<file path="src/rtl/inst_fetch_resp.sv">
// Instruction-fetch front end: single-beat SRAM-like bus read, hold while stalled, flush-discard.
// Optional macro IFETCH_ALIGN_CHECK_EN: misaligned PCs raise the ADEL bit and skip the bus.
module inst_fetch_resp #(
    parameter int EXC_ADEL_BIT = 4
) (
    input  logic        aclk,
    input  logic        aresetn,
    input  logic [31:0] pc_i,
    input  logic        pc_valid_i,
    input  logic [31:0] exception_type_i,
    input  logic        flush_i,
    input  logic        stall_i,
    output logic        inst_req_o,
    output logic [31:0] inst_addr_o,
    input  logic        inst_addr_ok_i,
    input  logic        inst_data_ok_i,
    input  logic [31:0] inst_rdata_i,
    output logic [31:0] pc_o,
    output logic [31:0] inst_o,
    output logic [31:0] exception_type_o,
    output logic        inst_valid_o,
    output logic        inst_stall_o
);

    typedef enum logic [2:0] {
        S_IDLE,
        S_REQ,
        S_WAIT,
        S_DONE,
        S_DISCARD
    } state_t;

    state_t      state;
    logic        flush_pend;
    logic        accept;
    logic        misalign;
    logic [31:0] adel_mask;

    assign adel_mask = 32'd1 << EXC_ADEL_BIT;

`ifdef IFETCH_ALIGN_CHECK_EN
    assign misalign = |pc_i[1:0];
`else
    assign misalign = 1'b0;
`endif

    assign accept = pc_valid_i & ~flush_i &
                    ((state == S_IDLE) | ((state == S_DONE) & ~stall_i));

    assign inst_stall_o = pc_valid_i & ~accept;

    always_ff @(posedge aclk or negedge aresetn) begin
        if (!aresetn) begin
            state            <= S_IDLE;
            flush_pend       <= 1'b0;
            inst_req_o       <= 1'b0;
            inst_addr_o      <= 32'd0;
            pc_o             <= 32'd0;
            inst_o           <= 32'd0;
            exception_type_o <= 32'd0;
            inst_valid_o     <= 1'b0;
        end else begin
            unique case (state)
                S_IDLE, S_DONE: begin
                    if (accept) begin
                        pc_o             <= pc_i;
                        exception_type_o <= exception_type_i |
                                            (misalign ? adel_mask : 32'd0);
                        if (misalign) begin
                            state        <= S_DONE;
                            inst_o       <= 32'd0;
                            inst_valid_o <= 1'b1;
                        end else begin
                            state        <= S_REQ;
                            inst_req_o   <= 1'b1;
                            inst_addr_o  <= pc_i & ~32'd3;
                            inst_valid_o <= 1'b0;
                        end
                    end else if (flush_i || (state == S_DONE && !stall_i)) begin
                        state        <= S_IDLE;
                        inst_valid_o <= 1'b0;
                    end
                end
                S_REQ: begin
                    // A flush cannot retract an issued request; remember it until addr_ok.
                    if (inst_addr_ok_i) begin
                        inst_req_o <= 1'b0;
                        flush_pend <= 1'b0;
                        state      <= (flush_i || flush_pend) ? S_DISCARD : S_WAIT;
                    end else if (flush_i) begin
                        flush_pend <= 1'b1;
                    end
                end
                S_WAIT: begin
                    if (flush_i) begin
                        state <= inst_data_ok_i ? S_IDLE : S_DISCARD;
                    end else if (inst_data_ok_i) begin
                        inst_o       <= inst_rdata_i;
                        inst_valid_o <= 1'b1;
                        state        <= S_DONE;
                    end
                end
                S_DISCARD: begin
                    if (inst_data_ok_i) begin
                        state <= S_IDLE;
                    end
                end
                default: state <= S_IDLE;
            endcase
        end
    end

endmodule
</file>
<file path="config.mk">
export PLATFORM = sky130hd
export DESIGN_NAME = inst_fetch_resp
export DESIGN_NICKNAME = d
export VERILOG_FILES = /design/src/rtl/inst_fetch_resp.sv
export SDC_FILE = /design/constraint.sdc
export NUM_CORES = 1
export LEC_CHECK = 0
export CORE_ASPECT_RATIO = 1.75
export CORE_MARGIN = 10
export CORE_UTILIZATION = 36
export CTS_CLUSTER_SIZE = 28
export DETAILED_ROUTE_END_ITERATION = 8
export PLACE_DENSITY = 0.8
export SLEW_MARGIN = 20
export SYNTH_ARGS = -nofsm -noshare
export SYNTH_HDL_FRONTEND = slang
export SYNTH_SLANG_ARGS = --single-unit
export TNS_END_PERCENT = 1
</file>
<file path="constraint.sdc">
create_clock -name aclk -period 1.7 [get_ports aclk]
set_input_delay 0.34 -clock aclk [delete_from_list [all_inputs] [get_ports aclk]]
set_output_delay 0.34 -clock aclk [all_outputs]
set_load 0.01 [all_outputs]
</file>
* Yosys cells after proc, flatten, opt, wreduce, memory -nomap -nowiden *
Index checks and enable logic that the tools add are counted.

operators by class
  equality and inequality tests = 11
  multiplexer cells = 19
  reduce and logical (&&, ||, !) cells = 15
  bitwise operators = 8

operators with widths
  kind                  number
  $mux W3               8
  $pmux W3 S4           1
  $ne A2 B2 Y1 const B  5
  $mux W1               8
  $reduce_and A4 Y1     2
  $eq A3 B2 Y1 const B  2
  $ne A3 B3 Y1 const B  2
  $reduce_and A3 Y1     2
  $reduce_bool A2 Y1    3
  $and A1 B1 Y1         4
  $pmux W1 S2           2
  $reduce_and A2 Y1     2
  $eq A3 B1 Y1 const B  1
  $eq A3 B3 Y1 const B  1
  $logic_not A3 Y1      1
  $not A1 Y1            3
  $logic_or A1 B1 Y1    2
  $reduce_or A2 Y1      1
  $logic_and A1 B1 Y1   1
  $logic_not A1 Y1      1
  $or A1 B1 Y1          1

word-level totals
  register bits = 132
  logic and storage cells = 61
  input port bits = 103

* Logic depth before layout (Yosys ltp) *
Gate-level depths: netlist of the first run.

  depth after elaboration = 6
  mapped depth = 7

* Worst setup path before layout of the first run *
Ideal clock, no wire load.

  path kind = reg2reg
  start = register state[0]
  end = register exception_type_o[16]
  clock period less this slack = 1633 ps
  library setup time = 125 ps
  setup slack = 67 ps
  arrival = 1508 ps
  cell stages (with the launch flop) = 8
  cells stage by stage = dfrtp_1 > buf_4 > nor2b_4 > a21o_2 > nand3_2 > buf_6 > buf_8 > mux2_4

on the way
  cells in the longest elaborated chain, start to end = 5
  elaborated cells on any way between the ends = 7

RTL lines
  what                                  RTL line  text
  from (decl)                           33        state_t state;
  from (signal assigned)                89        state <= (flush_i || flush_pend) ? S_DISCARD : S_WAIT;
  from (signal assigned)                96        state <= inst_data_ok_i ? S_IDLE : S_DISCARD;
  $eq A3 B2 Y1                          48, 63
  $and A1 B1 Y1                         48        ((state == S_IDLE) | ((state == S_DONE) & ~stall_i));
  $or A1 B1 Y1                          48
  $and A1 B1 Y1                         47        assign accept = pc_valid_i & ~flush_i &
  $reduce_and A2 Y1 (no source line) *  n/a
  to (signal assigned)                  67        exception_type_o <= exception_type_i |
  to (decl)                             20        output logic [31:0] exception_type_o,

Every way passes the cells marked *; elsewhere a longest branch is shown, timed or not.
A chain may end at the register's enable or synchronous reset.

* Worst setup path in the final report of the first run *
  start = register state[0]
  end = register pc_o[7]

on the way
  cells in the longest elaborated chain, start to end = 5
  elaborated cells on any way between the ends = 7

RTL lines
  what                                  RTL line  text
  $eq A3 B2 Y1                          48, 63
  $and A1 B1 Y1                         48
  $or A1 B1 Y1                          48
  $and A1 B1 Y1                         47
  $reduce_and A2 Y1 (no source line) *  n/a
  to (signal assigned)                  66        pc_o <= pc_i;
  to (decl)                             18        output logic [31:0] pc_o,

Marks and branches as above.

==> summary.txt, run 1 <==
Floorplanning
  – Die Width: 103.9 µm
  – Die Height: 166.8 µm
  – Die area: 0.01732 mm²
  – Initial Util: 0.3672
  – Row cnt: 53
  – Core Area: 0.01207 mm²
  – IO Pins: 234

Synth
  – Simple-gate share of the synthesized area: 0.02739
  – Post-synthesis adder-cell area fraction: 0
  – Avg Synthesized Cell Area: 15.72 µm²
  – Synthesized instance count: 282
  – Post-synthesis mux area share: 0.2854
  – XOR/XNOR Fraction of Synth Area: 0
  – Yosys reg bits: 102
  – Synth top area cells: dfrtp_1, mux2_4, mux2_2, buf_4, buf_8
  – Synth area leader: dfrtp_1
  – Netlist Area Pre-Place: 0.004432 mm²
  – Yosys warns: 0
  – Share of the synthesized area in the top cell type: 0.5759
  – Synth Area in Compound Gates: 0.02654
  – Seq/Total Area, Yosys: 0.5759
  – Count of cell types in the netlist: 34
  – Largest family of logic cells by synthesized area: multiplexers

Global routing
  – Grt ovf: 0
  – Met3 usage: 0.05873
  – GRT Total Usage: 0.1474
  – Largest net degree at the start of global routing: 40
  – Grt met1 use: 0.1431
  – First-pass GRT wire length: 20410 µm
  – Met2 GRT Util: 0.2752
  – Initial antenna violation count: 0
  – Via count of the first global-routing pass: 3507
  – Busiest grt layer: met2

Hold path
  – Worst Hold Class: primary input to asynchronous set/reset pin

Power
  – Design Power: 12.92 mW
  – Worst ir drop on vdd: 0.6959 mV
  – Leakage: 3.270 nW
  – Power per standard cell area: 1781 mW/mm²

STA
  – Max frequency: 0.5861 GHz
  – Period utilization: 1.004
  – RSZ-0062 raised after global routing: true
  – Period minus WS final: 1706 ps
  – PnR worst setup slack: -6.317 ps
  – Endpoints failing hold: 0
  – Setup Skew: 9.434 ps
  – Fin. max-slew vios: 0
  – Finish-stage setup viols: 10

Setup path
  – Reg2reg setup slack: -6 ps
  – CP endpoint kind: flop
  – Worst setup path class: flop to flop
  – CP Launch Point: state[0]$_DFFE_PN0P_
  – Reg2reg end: pc_o[7]$_DFFE_PN0P_
  – Crit path DAT: 1930 ps
  – Crit path launch type: flop
  – CP Max Fanout: 11
  – FF-to-FF Start: state[0]$_DFFE_PN0P_
  – Worst-case reg-to-reg path depth: 6
  – Worst endpoint required time: 1920 ps

Route
  – Vias per Instance: 4.661
  – Pre-Repair DR Iteration Count: 4
  – DR vias: 3165
  – # DRC: 0
  – Post-DRT Antenna Nets: 0
  – First DRT Iteration DRCs: 41
  – Avg WL per Cell: 20.25 µm
  – Post-detailed-routing wire length: 13750 µm

Finish
  – Layout Cells excl Fill: 679
  – Area grow syn2layout: 63.61%
  – Share of layout cells above drive strength 1: 0.2938
  – Post-layout net count: 613
  – Final core area utilization: 0.6008
  – Antenna Cells: 0

CTS
  – Worst-Skew Late Latency: 340 ps
  – Worst-path clk slew: 70 ps
  – TritonCTS clock tree: built
  – Root Buffer: clkbuf_16
  – CTS buffer count: 9
  – CTS sink cnt: 102
  – CTS H-tree depth: 3
  – Clk buf depth: 2

Placed design
  – Placed cells: 658
  – Port bufs: 231
  – Dpl hpwl: 10650 µm
  – Final GP Congestion: 0.8101
  – Pre-CTS WS: -473.1 ps

Run status
  – Outcome: finished, violations left
  – Failing checks: setup timing

Job
  – Maxcap violations: 0
==> cell type report <==
class                           instances  area [µm²]
Clock buffer                           11       242.7
Clock inverter                          4       32.53
Fill cell                             995        4818
Inverter                                2       7.507
Multi-Input combinational cell        135        1565
Sequential cell                       102        2554
Tap cell                              165       206.4
Timing Repair Buffer                  260        2643
==> layer usage <==
metal | share of wire | routed length (µm) | up-vias
met1 | 0.35 | 4746 | 1591
met4 | 0.018 | 251 | 0
met3 | 0.081 | 1115 | 18
met2 | 0.56 | 7639 | 156
li1 | - | - | 1400
met5 | 0 | 0 | -
==> through the flow <==
| stage | TNS, ps | hold slack, ps | area [µm²] |
|---|---|---|---|
| after floorplan | 0 | 44.41 | 4436 |
| after global placement | -32890 | 280.2 | 6838 |
| after detailed placement | -35320 | 285.7 | 6838 |
| after CTS | -1192 | 459.4 | 7127 |
| after global routing | -2149 | 487.2 | 7251 |
| final | -35.56 | 466.6 | 7251 |
==> cells in the mapped netlist, drive strengths merged <==
master	instances
a211oi	1
a21o	2
a21oi	4
a22oi	1
a311oi	1
a31oi	2
buf	44
clkbuf	1
conb	1
dfrtp	102
inv	2
mux2	96
nand2	4
nand2b	1
nand3	2
nor2	4
nor2b	3
nor3	1
nor3b	1
nor4b	2
o21ai	1
o21bai	1
o2bb2ai	1
o31ai	2
o41ai	1
or2	1
==> how the worst max path moves through the flow <==
stage | end | slack [ps]
3_3_place_gp | inst_stall_o | -480
3_5_place_dp | inst_stall_o | -470
6_report | pc_o[7]$_DFFE_PN0P_ | -6
5_1_grt | exception_type_o[11]$_DFFE_PN0P_ | -70
2_1_floorplan | exception_type_o[16]$_DFFE_PN0P_ | 70
4_1_cts | pc_o[16]$_DFFE_PN0P_ | -40
==> registers in the layout, indices dropped and copies added, names as in the netlist <==
name and count:
flush_pend 1, inst_o 32, pc_o 32, exception_type_o 32, inst_valid_o 1, state 3, inst_req_o 1
==> worst max-delay path: stages (launching register included) <==
cell,delay [ps]
dfrtp_1,410
nor2b_4,140
a21o_2,200
buf_6,130
nand3_4,160
clkbuf_16,230
mux2_4,300
==> layout by cell type (no fill, tap or decap), types with 3 or more instances in the layout <==
cell type,synthesis,final
a21oi_1,4,3
buf_12,0,5
buf_4,33,17
buf_6,1,5
clkbuf_16,0,11
clkdlybuf4s50_1,0,227
dfrtp_1,102,101
mux2_2,47,45
mux2_4,49,51
nand2_1,4,4
nor2_1,3,3
==> power breakdown <==
group	internal, mW	total [mW]	switching, mW
Sequential	3.58	4.35	0.766
Clock	1.03	1.93	0.899
Combinational	4.28	6.64	2.35
==> what timing repair did <==
| action | in CTS | in global routing |
|---|---|---|
| buffers inserted | 0 | 1 |
| resized for setup | 7 | 11 |
| gates cloned | 0 | 4 |
| hold buffers | 1 | 0 |
| endpoints found under the hold margin | 25 | 0 |
| endpoints found under the setup margin | 60 | 81 |
| pin swaps | 1 | 1 |
==> logic make-up (layout without fill, tap and decap cells) <==
kind of cell	Yosys count	in the layout
other cells	1	2
flops	102	102
simple gates	19	20
compound gates	17	17
buf+inv	47	277
mux	96	96
No activity file was read; power rests on OpenSTA's default activity.
==> run 2, diff against run 1 <==
Settings changed: SKIP_LAST_GASP from default to 1.
==> summary.txt, run 2 (synthesis gave the netlist of run 1 again) <==
Route
  – Post-DRT Antenna Nets: 0 (unchanged)
  – DR vias: 3149 (-0.51%)
  – Pre-Repair DR Iteration Count: 4 (unchanged)
  – # DRC: 0 (unchanged)
  – Post-detailed-routing wire length: 13660 µm (-0.66%)
  – Avg WL per Cell: 20.09 µm (-0.81%)
  – First DRT Iteration DRCs: 36 (-12%)
  – Vias per Instance: 4.631 (-0.65%)

Power
  – Design Power: 12.89 mW (-0.20%)
  – Pint: 8.883 mW (-0.20%)
  – Sequential share of power: 0.337 (about the same)
  – Switching Share: 0.3108 (about the same)
  – Clk pwr share: 0.150 (about the same)
  – Leakage: 3.261 nW (-0.28%)
  – Psw: 4.006 mW (-0.22%)
  – Worst ir drop on vdd: 0.6958 mV (about the same)
  – Power per standard cell area: 1779 mW/mm² (-0.12%)
  – Share of total power in combinational logic: 0.512 (-0.002)

Setup path
  – WP depth: 6 (unchanged)
  – CP peak stage delay: 420 ps (about the same)
  – CP max-delay cell: dfrtp_1
  – Worst Path Buf+Inv: 2 (unchanged)
  – Worst-case reg-to-reg path depth: 6 (unchanged)
  – Crit path launch type: flop
  – CP Max Fanout: 11 (unchanged)
  – Crit path DAT: 1930 ps (about the same)
  – Critical path's top delay family: flip-flops
  – CP endpoint kind: flop
  – Critical path cell sequence: nor2b_4 > a21o_2 > buf_4 > nand3_4 > clkbuf_16 > mux2_4
  – Worst endpoint required time: 1920 ps (about the same)
  – Worst setup path class: flop to flop

Run status
  – Failing checks: setup timing
  – Outcome: finished, violations left

Finish
  – Area grow syn2layout: 63.47% (about the same)
  – Post-layout net count: 614 (+0.16%)
  – Commonest cells after routing, fill and taps aside: clkdlybuf4s50_1, dfrtp_1, mux2_4
  – # fillers: 990 (-0.50%)
  – Antenna Cells: 0 (unchanged)
  – Share of layout cells above drive strength 1: 0.2951 (+0.001371)
  – Post-route design area: 0.007244 mm² (about the same)
  – Commonest non-fill, non-tap cell in the layout: clkdlybuf4s50_1
  – Biggest regs: exception_type_o: 32 flops, inst_o: 32 flops, pc_o: 32 flops

Global routing
  – Via count of the first global-routing pass: 3503 (-0.11%)
  – First-pass GRT wire length: 20400 µm (about the same)
  – Largest net degree at the start of global routing: 40 (unchanged)
  – Initial antenna violation count: 0 (unchanged)
  – GRT Total Usage: 0.1473 (about the same)
  – Grt ovf: 0 (unchanged)

Floorplanning
  – Die area: 0.01732 mm² (unchanged)
  – IO Pins: 234 (unchanged)
  – Die Width: 103.9 µm (unchanged)
  – Initial Util: 0.3672 (unchanged)
  – Die Height: 166.8 µm (unchanged)
  – Core Area: 0.01207 mm² (unchanged)
  – Row cnt: 53 (unchanged)

CTS
  – Worst-path clk slew: 70 ps (about the same)
  – Worst-Skew Late Latency: 340 ps (about the same)
  – CTS H-tree depth: 3 (unchanged)
  – Clk buf depth: 2 (unchanged)
  – Root Buffer: clkbuf_16
  – CTS buffer count: 9 (unchanged)
  – CTS sink cnt: 102 (unchanged)
  – TritonCTS clock tree: built

Placed design
  – Final GP Congestion: 0.8101 (unchanged)
  – Port bufs: 231 (unchanged)
  – Pre-CTS WS: -473.1 ps (unchanged)
  – Placed Area: 0.006838 mm² (unchanged)
  – Dpl hpwl: 10650 µm (unchanged)

Job
  – Maxcap violations: 0 (unchanged)

STA
  – RSZ-0062 raised after global routing: true
  – Period minus WS final: 1709 ps (+2.573 ps)
  – WHS: 465.7 ps (-0.8990 ps)
  – Finish-stage setup viols: 5 (-5)
  – Max frequency: 0.5852 GHz (-0.15%)
  – Fin. max-slew vios: 0 (unchanged)
  – Period utilization: 1.005 (+0.001514)
  – Setup Skew: 9.097 ps (-0.3368 ps)
  – Endpoints failing hold: 0 (unchanged)
  – PnR worst setup slack: -8.890 ps (-2.573 ps)

Hold path
  – Worst Hold Class: primary input to asynchronous set/reset pin
## run 2: changes by cell type in the layout (fill, tap and decap cells not counted), sizes merged
cell | before | now
buf | 28 | 29
clkdlybuf4s50 | 227 | 228
dlygate4sd2 | 1 | 0
## run 2: per-layer routing
metal,vias to the layer above,track usage,share of wire
li1,1404,-,-
met1,1580,0.1429,0.34
met2,151,0.2752,0.56
met3,14,0.05873,0.085
met4,0,0.04742,0.017
met5,-,0,0
## run 2: final cells by class
class                      instances  area [µm²]  share of cell area
clock buffer                      11       242.7             0.03351
clock inverter                     4       32.53            0.004490
inverter                           2       7.507            0.001036
multi-input combinational        135        1558              0.2150
sequential                       102        2554              0.3525
tap                              165       206.4             0.02850
timing repair buffer             261        2644              0.3649
## run 2: power by group through the flow
stage,logic (mW),clock network [mW],registers (mW)
floorplan,2.66,0,4.78
global placement,6.43,0,4.31
detailed placement,6.55,0,4.40
CTS,6.57,2.00,4.36
global route,6.94,2.09,4.51
finish,6.61,1.94,4.35
## run 2: path summary, 6_finish.rpt
| kind | endpoint | slack [ps] | startpoint |
|---|---|---|---|
| hold reg to reg | exception_type_o[5]$_DFFE_PN0P_ | 510 | exception_type_o[5]$_DFFE_PN0P_ |
| setup / recovery | exception_type_o[1]$_DFFE_PN0P_ | -9 | state[0]$_DFFE_PN0P_ |
| max in group asynchronous | state[2]$_DFFE_PN0P_ | 670 | aresetn |
| hold / removal | exception_type_o[17]$_DFFE_PN0P_ | 470 | aresetn |
| setup reg to reg | exception_type_o[1]$_DFFE_PN0P_ | -9 | state[0]$_DFFE_PN0P_ |
| min in group aclk | exception_type_o[5]$_DFFE_PN0P_ | 510 | exception_type_o[5]$_DFFE_PN0P_ |
## run 2: timing repair
item / CTS / global route
endpoints found under the hold margin: 25 / 0
resized for setup: 4 / 9
setup endpoints to repair: 60 / 69
pin swaps: 0 / 3
hold buffers: 1 / 0
setup buffers: 0 / 2
cloned: 0 / 4
## run 2: worst reg2reg max path, cell delays in order, from the launching register on
cell	delay (ps)
dfrtp_1	420
nor2b_4	140
a21o_2	200
buf_4	160
nand3_4	150
clkbuf_16	220
mux2_4	310
## run 2: through the flow
| step | setup TNS, ps | instances | utilization |
|---|---|---|---|
| 2_1_floorplan | 0 | 283 | - |
| 3_3_place_gp | -32890 | 658 | 0.5666 |
| 3_5_place_dp | -35320 | 658 | 0.5666 |
| 4_1_cts | -2681 | 674 | 0.5898 |
| 5_1_grt | -1463 | 680 | 0.6002 |
| 6_report | -16.93 | 680 | 0.6002 |
